`src/rtl/mem_port_arbiter.sv`:
```
// rtl/mem_port_arbiter.sv - two-requester (IF / D) arbiter for the single memory port of the multi-cycle core
module mem_port_arbiter #(
    parameter int ADDR_W = 32,
    parameter int DATA_W = 32,
    parameter int RD_LAT = 1
) (
    input  logic              clk,
    input  logic              rst,
    input  logic              if_req,
    input  logic [ADDR_W-1:0] if_addr,
    output logic [DATA_W-1:0] if_rdata,
    output logic              if_ready,
    input  logic              d_req,
    input  logic              d_we,
    input  logic [ADDR_W-1:0] d_addr,
    input  logic [DATA_W-1:0] d_wdata,
    output logic [DATA_W-1:0] d_rdata,
    output logic              d_ready,
    output logic [ADDR_W-1:0] mem_addr,
    output logic [DATA_W-1:0] mem_wdata,
    output logic              mem_read,
    output logic              mem_write,
    input  logic [DATA_W-1:0] mem_rdata
);

    localparam logic [1:0] ST_IDLE   = 2'd0;
    localparam logic [1:0] ST_ACCESS = 2'd1;
    localparam logic [1:0] ST_WAIT   = 2'd2;
    localparam logic [1:0] ST_RESP   = 2'd3;

    localparam logic [2:0] LAT_INIT = 3'(RD_LAT);

    logic [1:0]        state;
    logic [2:0]        cnt;
    logic [ADDR_W-1:0] lat_addr;
    logic [DATA_W-1:0] lat_wdata;
    logic              lat_we;
    logic              win_d;
    logic              last_d;
    logic [DATA_W-1:0] if_rdata_q;
    logic [DATA_W-1:0] d_rdata_q;
    logic              grant_d;
    logic              addr_phase;

    // D wins when it is alone, or on a tie when IF was granted last.
    always_comb begin
        grant_d = d_req && (!if_req || !last_d);
    end

    always_ff @(posedge clk) begin
        if (rst) begin
            state      <= ST_IDLE;
            cnt        <= '0;
            lat_addr   <= '0;
            lat_wdata  <= '0;
            lat_we     <= 1'b0;
            win_d      <= 1'b0;
            last_d     <= 1'b1;
            if_rdata_q <= '0;
            d_rdata_q  <= '0;
        end else begin
            case (state)
                ST_IDLE: begin
                    if (if_req || d_req) begin
                        state     <= ST_ACCESS;
                        win_d     <= grant_d;
                        last_d    <= grant_d;
                        lat_addr  <= grant_d ? d_addr : if_addr;
                        lat_wdata <= grant_d ? d_wdata : '0;
                        lat_we    <= grant_d && d_we;
                    end
                end
                ST_ACCESS: begin
                    if (lat_we) begin
                        state <= ST_RESP;
                    end else begin
                        state <= ST_WAIT;
                        cnt   <= LAT_INIT;
                    end
                end
                ST_WAIT: begin
                    cnt <= cnt - 3'd1;
                    if (cnt == 3'd1) begin
                        state <= ST_RESP;
                        if (win_d) begin
                            d_rdata_q <= mem_rdata;
                        end else begin
                            if_rdata_q <= mem_rdata;
                        end
                    end
                end
                ST_RESP: begin
                    state <= ST_IDLE;
                end
                default: begin
                    state <= ST_IDLE;
                end
            endcase
        end
    end

    // Address and write data are only presented while the access is in flight.
    always_comb begin
        addr_phase = (state == ST_ACCESS) || (state == ST_WAIT);
        mem_addr   = addr_phase ? lat_addr : '0;
        mem_wdata  = addr_phase ? lat_wdata : '0;
        mem_read   = (state == ST_ACCESS) && !lat_we;
        mem_write  = (state == ST_ACCESS) && lat_we;
        if_ready   = (state == ST_RESP) && !win_d;
        d_ready    = (state == ST_RESP) && win_d;
        if_rdata   = if_rdata_q;
        d_rdata    = d_rdata_q;
    end

endmodule

```
`config.mk`:
```
export PLATFORM = sky130hd
export DESIGN_NAME = mem_port_arbiter
export DESIGN_NICKNAME = d
export VERILOG_FILES = /design/src/rtl/mem_port_arbiter.sv
export SDC_FILE = /design/constraint.sdc
export NUM_CORES = 1
export LEC_CHECK = 0
export CORE_AREA = 3 3 128 130
export DETAILED_ROUTE_END_ITERATION = 8
export DIE_AREA = 0 0 131 133
export GPL_TIMING_DRIVEN = 0
export PLACE_DENSITY_LB_ADDON = 0.08
export SETUP_SLACK_MARGIN = 0.5
export SYNTH_ARGS = -nofsm -noshare
export SYNTH_HDL_FRONTEND = slang
export SYNTH_SLANG_ARGS = --single-unit
```
`constraint.sdc`:
```
create_clock -name clk -period 1.5 [get_ports clk]
set_input_delay 0.225 -clock clk [delete_from_list [all_inputs] [get_ports clk]]
set_output_delay 0.225 -clock clk [all_outputs]
set_load 0.05 [all_outputs]
```
==> results.ini, run 1 <==
[clock_network]
clk_latency_ns = 0.42
cts-root-buf = clkbuf_16
numCtsBuffers = 17
cts_htree_levels = 4
cts.reportedPaths.clkPinSlew_ns = 0.06
clock-sinks = 136
clk_path_buf_depth = 2
cts_tree = yes

[min_path]
whs_path_depth = 3
min_from = d_req
min_to = last_d
hold_class = in2reg

[global_route]
antenna_found_initial = 0
grt_max_degree = 17
overflow = 0
use_met2 = 0.3821
use_met3 = 0.07025
grt_use_met1 = 0.2735
grt_use_total = 0.2277
grt_busiest_layer = met2
grt_pass1_vias = 6167
grt_pass1_wl_mm = 31.46

[placement]
place_congestion = 0.8268
place_ws_ns = -0.7694
placed_area_um2 = 8677
io_buffers = 263
dp_cells = 1133
hpwl_mm = 13.94

[sta]
setup_viol = 133
period_share = 1.305
rsz0062_at_grt = true
drv_slew = 0
clock_skew_ns = 0.006985
fmax_mhz = 511.0
worst_slew_pin_slew_ns = 0.7595
final_hold_viol_count = 0
hold-worst-slack_ns = 0.3207
setup_slack_ns = -0.4568
fin_crit_ns = 1.957
relSlewSlack = 0.4937

[worst_setup_path]
crit_path_start = state[1]
r2r_start = state[0]
path_cells = inv_4 -> ha_4 -> clkbuf_16 -> clkbuf_8 -> and2_4 -> buf_8
start_kind = flop
worstSetupEndpointType = output pin
cp.arrival_ns = 1.73
path_class = reg2out
critPathMaxStageDelay_ns = 0.37
r2r_cells = 8
cp_max_fo = 5
r2r_slack_ns = -0.19
crit_path_top_delay_cell = dfxtp_4
regToRegEndpoint = if_rdata[14]
crit_required_ns = 1.27

[floorplan]
initial_utilization = 0.3593
ioPinCount = 265
chipHeight_um = 133
die-width_um = 131
core.rowCount = 45
die_area_um2 = 17420
coreArea_um2 = 15260

[layout]
seq_area_um2 = 2813
final_cell_mix = nand2_1, buf_8, clkdlybuf4s50_1
multi_input_area_um2 = 3359
drive_gt1_frac = 0.5500
antennaDiodeCount = 0
syn_to_final_growth_pct = 115.6
fill_cells = 964
final_common_cell = nand2_1
final_cells = 1231
finalNetCount = 1147
final_area_um2 = 11820

[logic_synthesis]
synth_nets = 799
async_reset_ff_frac = 0
yosysSeqAreaShare = 0.4966
ys.flop_type = dfxtp_1
avgSynthCellArea_um2 = 8.320
synth_edf_count = 0
netlist_area_um2 = 5483
synth-seq-cells = 136
ys_types = 38
synthCells = 659
yosysWarnings = 0

[routing]
viasPerCell = 5.037
num_vias = 6200
wl_per_cell_um = 18.15
drtAntennaViolNets = 0
drtIter0Drc = 249
dr.pass1.iters = 5
drt_wl_total_mm = 22.34
drc = 0

[power]
power_density_nw_per_um2 = 1532
p_total_mw = 18.11
power.leakage_nw = 4.756
vdd.ir_drop.worst_uv = 1071

[outcome]
status = finished, violations left
violations = setup timing

[run]
max_cap_viol_count = 0

through the flow:
step                      utilization  TNS (ns)
after global placement         0.5687    -69.05
after detailed placement       0.5687    -77.92
final                          0.7747    -35.47
after CTS                      0.7006    -28.60
after floorplan                     -         0
after global routing           0.7747    -41.71
kinds of logic (layout without fill, tap and decap cells):
family                   after synthesis  count (layout)  share of synthesized area
buffers and inverters                 60             421                    0.05454
multiplexers                           1               1                   0.001826
AO/OA/AOI/OAI                        166             166                     0.1926
AND/OR/NAND/NOR                      289             289                     0.2385
adder cells (fa/ha/maj)                7               7                    0.01597
flip-flops                           136             136                     0.4966
layer usage:
metal / share of wire / vias up
met4: 0.020 / 0
met1: 0.40 / 3009
li1: - / 2925
met2: 0.51 / 235
met3: 0.072 / 31
met5: 0 / -
power by group:
| part | internal, mW | switching (mW) |
|---|---|---|
| logic | 4.57 | 4.33 |
| clock network | 2.87 | 1.64 |
| registers | 4.23 | 0.467 |
| total | 11.7 | 6.44 |
cell type report:
cell class | count | share of cell area
plain buffers | 54 | 0.05599
clock buffers | 20 | 0.03863
clock inverters | 12 | 0.01471
inverters | 6 | 0.002329
multi-input cells | 463 | 0.2842
flip-flops and latches | 136 | 0.2379
well taps | 211 | 0.02233
repair buffers | 329 | 0.3439
state kept, by name, indices dropped and copies added, names as in the netlist:
| name | flops |
|---|---|
| d_rdata | 32 |
| if_rdata | 32 |
| lat_addr | 32 |
| lat_wdata | 32 |
| cnt | 3 |
| state | 2 |
| last_d | 1 |
| lat_we | 1 |
| win_d | 1 |
what timing repair did:
item	CTS	global route
gates resized for setup	1202	169
gates cloned	11	12
hold buffers	0	0
setup endpoints to repair	268	268
buffers inserted	20	23
pin swaps	67	48
worst max path at each step:
stage | to | depth (start not counted)
after global routing | mem_addr[19] | 6
after CTS | mem_wdata[22] | 6
after floorplan | mem_addr[10] | 5
final | mem_addr[19] | 6
after detailed placement | mem_addr[5] | 6
after global placement | mem_addr[4] | 6
synthesized netlist by cell type (all sizes together) (2+ instances only):
cell type	count	area [um2]
a2111oi	2	17.52
a21boi	2	26.28
a21oi	65	325.3
a22o	33	289.0
a311oi	7	61.31
a31oi	25	156.4
and2	66	412.9
and3	2	12.51
buf	29	181.4
clkbuf	25	95.09
dfxtp	136	2723
ha	7	87.58
inv	6	22.52
nand2	197	739.5
nand2b	3	18.77
nor2	10	37.54
nor2b	2	12.51
nor3	2	10.01
o21ai	26	130.1
critical path, delay by kind of cell (launching register included):
kind                     cells  cell delay [ns]
flip-flops                   1             0.37
AND/OR/NAND/NOR              1             0.15
adder cells (fa/ha/maj)      1             0.29
buffers and inverters        4             0.51
(Power assumes the default switching activity.)
==> inputs of run 2 (changes only) <==
--- a/config.mk
+++ b/config.mk
@@ -5,9 +5,9 @@
 export SDC_FILE = /design/constraint.sdc
 export NUM_CORES = 1
 export LEC_CHECK = 0
-export CORE_AREA = 3 3 128 130
+export CORE_AREA = 2 2 127 129
 export DETAILED_ROUTE_END_ITERATION = 8
-export DIE_AREA = 0 0 131 133
+export DIE_AREA = 0 0 129 131
 export GPL_TIMING_DRIVEN = 0
 export PLACE_DENSITY_LB_ADDON = 0.08
 export SETUP_SLACK_MARGIN = 0.5
==> run 2 against run 1 <==
The run still ends with setup timing left. Sequential power hardly changed. Critical path depth stayed put. Global-route usage rose by 0.80 points. Non-clock buffer count up 7. Critical path type unchanged. Highest routed layer unchanged.
==> results.ini, run 2 (same netlist as run 1, synthesis figures left out) <==
[routing]
wl_per_cell_um = 17.32  ; -4.6%
viasPerCell = 4.875  ; -3.2%
drc = 0  ; unchanged
drt_wl_total_mm = 21.53  ; -3.6%
num_vias = 6060  ; -2.3%
drtIter0Drc = 213  ; -14%
dr.pass1.iters = 4  ; -1
drtAntennaViolNets = 0  ; unchanged

[outcome]
violations = setup timing
status = finished, violations left

[sta]
setup_slack_ns = -0.4632  ; -0.006377 ns
hold-worst-slack_ns = 0.3398  ; +0.01902 ns
drv_slew = 0  ; unchanged
worst_slew_pin_slew_ns = 0.6982  ; -0.06135 ns
fmax_mhz = 509.4  ; -0.32%
fin_crit_ns = 1.963  ; +0.006377 ns
final_hold_viol_count = 0  ; unchanged
period_share = 1.309  ; +0.004251
clock_skew_ns = 0.007787  ; +0.0008017 ns
relSlewSlack = 0.5346  ; +0.04090
setup_viol = 134  ; +0.75%
rsz0062_at_grt = true

[worst_setup_path]
crit_required_ns = 1.27  ; about the same
r2r_slack_ns = -0.21  ; -0.02 ns
cp.arrival_ns = 1.74  ; about the same
path_cells = inv_4 -> ha_4 -> clkbuf_16 -> clkbuf_16 -> and2_4 -> buf_8
worstSetupEndpointType = output pin
crit_top_cell = clkbuf_16
start_kind = flop
critPathMaxStageDelay_ns = 0.36  ; about the same
path_class = reg2out
crit_path_top_delay_cell = dfxtp_4
r2r_start = state[0]
cp_max_fo = 5  ; unchanged
crit_path_start = state[0]

[run]
max_cap_viol_count = 0  ; unchanged

[floorplan]
ioPinCount = 265  ; unchanged
chipHeight_um = 131  ; -1.5%
die_area_um2 = 16900  ; -3.0%
coreArea_um2 = 15600  ; +2.2%
initial_utilization = 0.3515  ; -0.007811
core.rowCount = 46  ; +2.2%
die-width_um = 129  ; -1.5%

[layout]
drive_gt1_frac = 0.5326  ; -0.01738
finalNetCount = 1154  ; +0.61%
final_area_um2 = 11700  ; -1.0%
final_common_cell = nand2_1
antennaDiodeCount = 0  ; unchanged
final_cells = 1243  ; +0.97%
syn_to_final_growth_pct = 113.4
final_cell_mix = nand2_1, buf_8, clkdlybuf4s50_1
fill_cells = 1065  ; +10%

[clock_network]
cts-root-buf = clkbuf_16
cts_tree = yes
numCtsBuffers = 17  ; unchanged
cts_htree_levels = 4  ; unchanged
clock-sinks = 136  ; unchanged
clk_path_buf_depth = 2  ; unchanged
cts_hold_buf = 0  ; unchanged
clk_latency_ns = 0.42  ; about the same
cts.reportedPaths.clkPinSlew_ns = 0.06  ; about the same

[power]
comb_power_share = 0.506  ; +0.014
p_total_mw = 17.60  ; -2.8%
power.leakage_nw = 4.761  ; about the same
pwr-share-seq = 0.268  ; +0.009
swShare = 0.3661  ; +0.01033
internal_power_mw = 11.15  ; -4.4%
power_density_nw_per_um2 = 1504  ; -1.8%
p_clk_frac = 0.227  ; -0.022
vdd.ir_drop.worst_uv = 1051  ; -1.9%
power_switching_mw = 6.442  ; about the same

[global_route]
grt_pass1_vias = 6065  ; -1.7%
antenna_found_initial = 0  ; unchanged
grt_use_total = 0.2357  ; +0.007999
overflow = 0  ; unchanged
grt_max_degree = 17  ; unchanged
grt_pass1_wl_mm = 31.10  ; -1.1%

[placement]
io_buffers = 263  ; unchanged
hpwl_mm = 13.61  ; -2.4%
place_congestion = 0.7944  ; -3.9%
placed_area_um2 = 8683  ; about the same
dp_cells = 1138  ; +0.44%
place_ws_ns = -0.7759  ; -0.006535 ns

[min_path]
min_from = d_req
hold_class = in2reg

[run 2: changes by cell type in the layout (fill, tap and decap cells not counted), sizes merged]
cell	delta
bufinv	-3
clkinv	+2
inv	+3
buf	+21
clkbuf	-16
[run 2: final cells by class]
| class | count | area (um2) | area share |
|---|---|---|---|
| Buffer | 54 | 614.3 | 0.05251 |
| Clock buffer | 18 | 439.2 | 0.03754 |
| Inverter | 6 | 30.03 | 0.002567 |
| Timing Repair Buffer | 336 | 4169 | 0.3564 |
| Multi-Input combinational cell | 463 | 3238 | 0.2768 |
| Sequential cell | 136 | 2814 | 0.2405 |
| Tap cell | 216 | 270.3 | 0.02310 |
| Clock inverter | 14 | 123.9 | 0.01059 |
[run 2: worst paths after layout]
kind | to | depth (start not counted)
worst max-delay path | mem_addr[22] | 6
worst min-delay path | last_d | 3
worst max register to register | state[0] | 8
worst min register to register | if_rdata[0] | 2
[run 2: repair_timing]
action / CTS / global route
setup endpoints to repair: 268 / 268
gates resized for setup: 1228 / 157
hold endpoints to repair: 0 / 0
pin swaps: 31 / 37
buffers inserted: 29 / 22
cloned: 13 / 9
[run 2: per-stage QoR]
step                        util  setup TNS [ns]
final                     0.7500          -33.40
after global routing      0.7500          -42.61
after CTS                 0.6900          -31.23
after detailed placement  0.5567          -75.69
after global placement    0.5567          -68.87
after floorplan                -               0
[run 2: per-layer routing]
layer / vias up / global-route usage / part of all wire
met5: - / 0 / 0
met4: 0 / 0.07864 / 0.013
met3: 24 / 0.07695 / 0.070
met2: 208 / 0.4139 / 0.52
met1: 2890 / 0.2716 / 0.40
li1: 2938 / - / -
[run 2: critical path: cells and delay by family (launching register included)]
kind	cells	cell delay, ns
adder cells (fa/ha/maj)	1	0.30
buffers and inverters	4	0.50
flip-flops	1	0.36
AND/OR/NAND/NOR	1	0.15
[run 2: power by group through the flow]
stage                     Clock (mW)  Combinational (mW)  Sequential [mW]
after floorplan                    0                3.76             4.79
after global placement             0                5.71             4.59
final                           3.99                8.90             4.71
after global routing            4.21                9.31             4.78
after CTS                       4.05                7.47             4.61
after detailed placement           0                5.77             4.62
